[src/rtl/fetcher_pkg.sv]
// fetcher_pkg: shared widths and address helpers for the instruction fetch unit.
package fetcher_pkg;
  localparam int XLEN = 32;
  function automatic logic [XLEN-1:0] word_align(input logic [XLEN-1:0] a);
    return {a[XLEN-1:2], 2'b00};
  endfunction
endpackage

[src/rtl/fetcher_icache.sv]
// fetcher_icache: direct-mapped one-word-per-line instruction cache (used by fetcher under ICACHE_EN).
module fetcher_icache
  import fetcher_pkg::*;
#(
  parameter int LINES = 16
) (
  input  logic            clk,
  input  logic            rst,
  input  logic [XLEN-1:0] i_addr,
  output logic            o_hit,
  output logic [XLEN-1:0] o_data,
  input  logic            i_we,
  input  logic [XLEN-1:0] i_waddr,
  input  logic [XLEN-1:0] i_wdata
);
  localparam int IW = $clog2(LINES);
  localparam int TW = XLEN - IW - 2;
  logic [LINES-1:0] r_valid;
  logic [XLEN-1:0]  r_data [LINES];
  logic [TW-1:0]    r_tag  [LINES];
  logic [IW-1:0]    w_idx, w_widx;
  assign w_idx  = i_addr[IW+1:2];
  assign w_widx = i_waddr[IW+1:2];
  assign o_hit  = r_valid[w_idx] && r_tag[w_idx] == i_addr[XLEN-1:IW+2];
  assign o_data = r_data[w_idx];
  always_ff @(posedge clk or posedge rst) begin
    if (rst) r_valid <= '0;
    else if (i_we) r_valid[w_widx] <= 1'b1;
  end
  always_ff @(posedge clk) begin
    if (i_we) begin
      r_data[w_widx] <= i_wdata;
      r_tag[w_widx]  <= i_waddr[XLEN-1:IW+2];
    end
  end
endmodule

[src/rtl/fetcher.sv]
// fetcher: RV32I instruction fetch unit with one-cycle offers, flush redirect and response discard.
// Optional direct-mapped instruction cache enabled by defining ICACHE_EN.
module fetcher
  import fetcher_pkg::*;
#(
  parameter int ICACHE_LINES = 16
) (
  input  logic            clk,
  input  logic            rst,
  input  logic            rdy,
  output logic            instr_ready,
  output logic [XLEN-1:0] instr_out,
  output logic [XLEN-1:0] instr_addr_out,
  input  logic            instr_issued,
  input  logic [XLEN-1:0] predict_pc,
  input  logic            rob_clear,
  input  logic [XLEN-1:0] rob_clear_pc,
  output logic            mem_req,
  output logic [XLEN-1:0] mem_addr,
  input  logic            mem_ready,
  input  logic [XLEN-1:0] mem_data
);
  localparam logic [2:0] S_FETCH      = 3'd0;
  localparam logic [2:0] S_MEM_WAIT   = 3'd1;
  localparam logic [2:0] S_OFFER      = 3'd2;
  localparam logic [2:0] S_WAIT_ISSUE = 3'd3;
  localparam logic [2:0] S_DISCARD    = 3'd4;
  logic [2:0]      r_state;
  logic [XLEN-1:0] r_pc;
  logic            w_hit, w_fill, w_pending;
  logic [XLEN-1:0] w_cdata;
  assign w_fill    = rdy && !rob_clear && r_state == S_MEM_WAIT && mem_ready;
  // a flush only has to wait out a request whose response has not yet arrived
  assign w_pending = (r_state == S_MEM_WAIT || r_state == S_DISCARD) && !mem_ready;
`ifdef ICACHE_EN
  fetcher_icache #(.LINES(ICACHE_LINES)) u_icache (
    .clk    (clk),
    .rst    (rst),
    .i_addr (r_pc),
    .o_hit  (w_hit),
    .o_data (w_cdata),
    .i_we   (w_fill),
    .i_waddr(r_pc),
    .i_wdata(mem_data)
  );
`else
  assign w_hit   = 1'b0;
  assign w_cdata = '0;
`endif
  always_ff @(posedge clk or posedge rst) begin
    if (rst) begin
      r_state        <= S_FETCH;
      r_pc           <= '0;
      instr_ready    <= 1'b0;
      instr_out      <= '0;
      instr_addr_out <= '0;
      mem_req        <= 1'b0;
      mem_addr       <= '0;
    end else if (rdy) begin
      instr_ready <= 1'b0;
      if (rob_clear) begin
        r_pc    <= rob_clear_pc;
        r_state <= w_pending ? S_DISCARD : S_FETCH;
        mem_req <= w_pending;
      end else begin
        case (r_state)
          S_FETCH:
            if (w_hit) begin
              instr_out      <= w_cdata;
              instr_addr_out <= r_pc;
              instr_ready    <= 1'b1;
              r_state        <= S_OFFER;
            end else begin
              mem_req  <= 1'b1;
              mem_addr <= word_align(r_pc);
              r_state  <= S_MEM_WAIT;
            end
          S_MEM_WAIT:
            if (w_fill) begin
              instr_out      <= mem_data;
              instr_addr_out <= r_pc;
              mem_req        <= 1'b0;
              instr_ready    <= 1'b1;
              r_state        <= S_OFFER;
            end
          S_OFFER: r_state <= S_WAIT_ISSUE;
          S_WAIT_ISSUE:
            if (instr_issued) begin
              r_pc    <= predict_pc;
              r_state <= S_FETCH;
            end else begin
              instr_ready <= 1'b1;
              r_state     <= S_OFFER;
            end
          S_DISCARD:
            if (mem_ready) begin
              mem_req <= 1'b0;
              r_state <= S_FETCH;
            end
          default: r_state <= S_FETCH;
        endcase
      end
    end
  end
endmodule

[config.mk]
export PLATFORM = sky130hd
export DESIGN_NAME = fetcher
export DESIGN_NICKNAME = d
export VERILOG_FILES = /design/src/rtl/fetcher_pkg.sv /design/src/rtl/fetcher_icache.sv /design/src/rtl/fetcher.sv
export SDC_FILE = /design/constraint.sdc
export NUM_CORES = 1
export LEC_CHECK = 0
export BUFFER_PORTS_ARGS = -buffer_cell sky130_fd_sc_hd__buf_2
export CAP_MARGIN = 25
export CORE_MARGIN = 1
export CORE_UTILIZATION = 41
export CTS_CLUSTER_SIZE = 20
export DETAILED_ROUTE_END_ITERATION = 10
export GPL_TIMING_DRIVEN = 0
export PLACE_DENSITY = 0.69
export RECOVER_POWER = 50
export SYNTH_ARGS = -nofsm -noshare
export SYNTH_HDL_FRONTEND = slang
export SYNTH_HIERARCHICAL = 1
export SYNTH_SLANG_ARGS = --single-unit
[constraint.sdc]
create_clock -name clk -period 4.3 [get_ports clk]
set_input_delay 0.86 -clock clk [delete_from_list [all_inputs] [get_ports clk]]
set_output_delay 0.86 -clock clk [all_outputs]
set_load 0.01 [all_outputs]
==> results.ini <==
[status]
outcome=finished, final reports clean

[placed_design]
place_area_um2=6770
placed_cells=795
hpwl_mm=9.88
gp_congestion=0.758
portBuffers=196

[clocking]
clock_path_buffers=2
cts_resized=0
cts_buffers=17
clk_latency_ns=0.41
cts-htree-levels=4
root_buffer=clkbuf_16
cts_setup_buffers=0
postCtsHoldBufs=0
clock-sinks=131
clkTransAtPathRegs_ns=0.05
cts_tree=done

[logic_synthesis]
avgSynthCellArea_um2=13.0
synth_cell_types=36
ys.warnings.count=6
synth_area_leader_cell=dfrtp_1
postSynth.asyncResetShare_pct=100
syn_inst=423
synth_edf_count=0
synth_most_common_cell=dfrtp_1
ys.flop_type=dfrtp_1
ys_top_cells_by_area=dfrtp_1 (59%), mux2_2 (19%), o31ai_1 (4.4%)
synthesis.area_um2=5510
synth-seq-area-share_pct=59.5
synth_top_area_share_pct=59.5
synthTopCellsByCount=dfrtp_1 (131), mux2_2 (94), nor2_1 (35), nand2b_1 (32), o31ai_1 (32)
ys_ff_latch=131

[floorplan]
dieArea_um2=13900
core_area_um2=12900
start_util_pct=42.8
fp.dieH_um=118
rows=41
pin_count=200
dieWidth_um=118

[detailed_routing]
drt-total-wl_mm=13.8
via_per_inst=4.98
drt_first_pass_iters=4
drc_errors=0
route.antenna.remaining_nets=0
vias=4105
wl_per_cell_um=16.7
first_iter_violations=148

[critical_path]
cp-end-kind=register
worst-endpoint-arrival_ns=2.98
critPathKind=in2reg
crit_path_start_kind=primary input
cp.required_ns=4.59
critPathMaxFanout=10

[timing]
hold_ws_ns=0.490
fin_crit_ns=2.69
hold_viol_final=0
slew_headroom_pct=1.71
slew_violations=0
worst-slew-pin-transition_ns=1.47
setup_tns_ns=0
max_freq_ghz=0.372
finClkSkew_ns=0.00749
fin_crit_sh_pct=62.4
setup_viol=0
rsz0062_at_grt=no

[final_layout]
final_area_um2=7280
antenna_cells=0
drive_gt1_share_pct=51.2
nFillCells=1129
area.growth.synth_to_final_pct=32.2
final_cells=824
final_nets=744

[grt]
grtUsageTotal_pct=21.2
antenna_found_initial=0
grt_pass1_vias=4355
grt_pass1_wl_mm=22.6
gr-total-overflow=0
grt_max_degree=45

[worst_hold_path]
min_path_type=reg2reg

[power_and_ir_drop]
power_leakage_nw=3.41
power.density_nw_per_um2=664
ir_drop_v=0.000319

[run]
maxCapViolCount=0

[cell type report]
cell class	instances	area, um2	share of cell area, %
Buffer	34	184	2.53
Tap cell	172	215	2.96
Timing Repair Buffer	199	1020	14.1
Sequential cell	131	3280	45.0
Inverter	5	20.0	0.275
Clock inverter	6	80.1	1.10
Clock buffer	23	478	6.56
Multi-Input combinational cell	254	2000	27.5
[through the flow]
stage | power [mW] | utilization, % | setup slack [ns]
floorplan | 2.83 | - | 1.82
CTS | 4.91 | 56.9 | 2.34
global route | 5.12 | 56.6 | 1.37
finish | 4.84 | 56.6 | 1.61
detailed placement | 3.51 | 52.6 | 1.91
global placement | 3.44 | 52.1 | 1.05
[cells by family after synthesis]
family          count (synthesis)  synth area share, %
flops                         131                 59.5
fa+ha+maj                       1                0.182
xor+xnor                        1                0.159
buf+inv                        39                 4.16
mux                            94                 19.2
other cells                     1               0.0681
compound gates                 76                 9.20
simple gates                   80                 7.54
[flip-flops by register name (all words and copies together), names as in the netlist]
register,flops
mem_req,1
instr_ready,1
instr_addr_out,32
mem_addr,30
instr_out,32
r_state,3
r_pc,32
[critical path, cell delays in order]
cell and delay (ns):
buf_2 0.11, nor3_1 0.25, and4_1 0.26, clkbuf_1 0.60, clkbuf_1 0.49, mux2_2 0.40
[cell usage in the layout, fill, tap and decap left out, types with 5 or more instances in the layout]
cell	netlist	layout
o31ai_1	32	32
a21oi_1	31	31
nand2b_1	32	32
dfrtp_1	131	131
clkbuf_16	0	17
mux2_2	94	94
clkbuf_1	13	25
nor2_1	35	35
buf_6	6	5
buf_2	9	199
[worst paths after layout]
path                            cells past startpoint   startpoint  slack (ns)                 end
min in group asynchronous                           2          rst        0.62        instr_out[1]
worst max register to register                      6   r_state[2]        1.70       instr_out[19]
worst max-delay path                                6    rob_clear        1.61       instr_out[19]
worst min-delay path                                2  instr_ready        0.49         instr_ready
max in group asynchronous                           4          rst        1.81  instr_addr_out[16]
worst min register to register                      2  instr_ready        0.49         instr_ready
[metal layers]
metal  track usage [%]  up-vias  wire length, um
met3              4.99       28              636
met2              35.6      138             6940
met4              11.2        0              388
met5                 0        -                0
met1              25.3     2021             5790
li1                  -     1918                -
[report_power, final]
group	total, mW	internal, mW	switching (mW)	leakage [nW]
sequential	2.00	1.74	0.263	1.54
clock	1.37	0.884	0.482	0.279
combinational	1.47	0.763	0.709	1.59
Note: power is estimated with default switching activity, not from simulation.
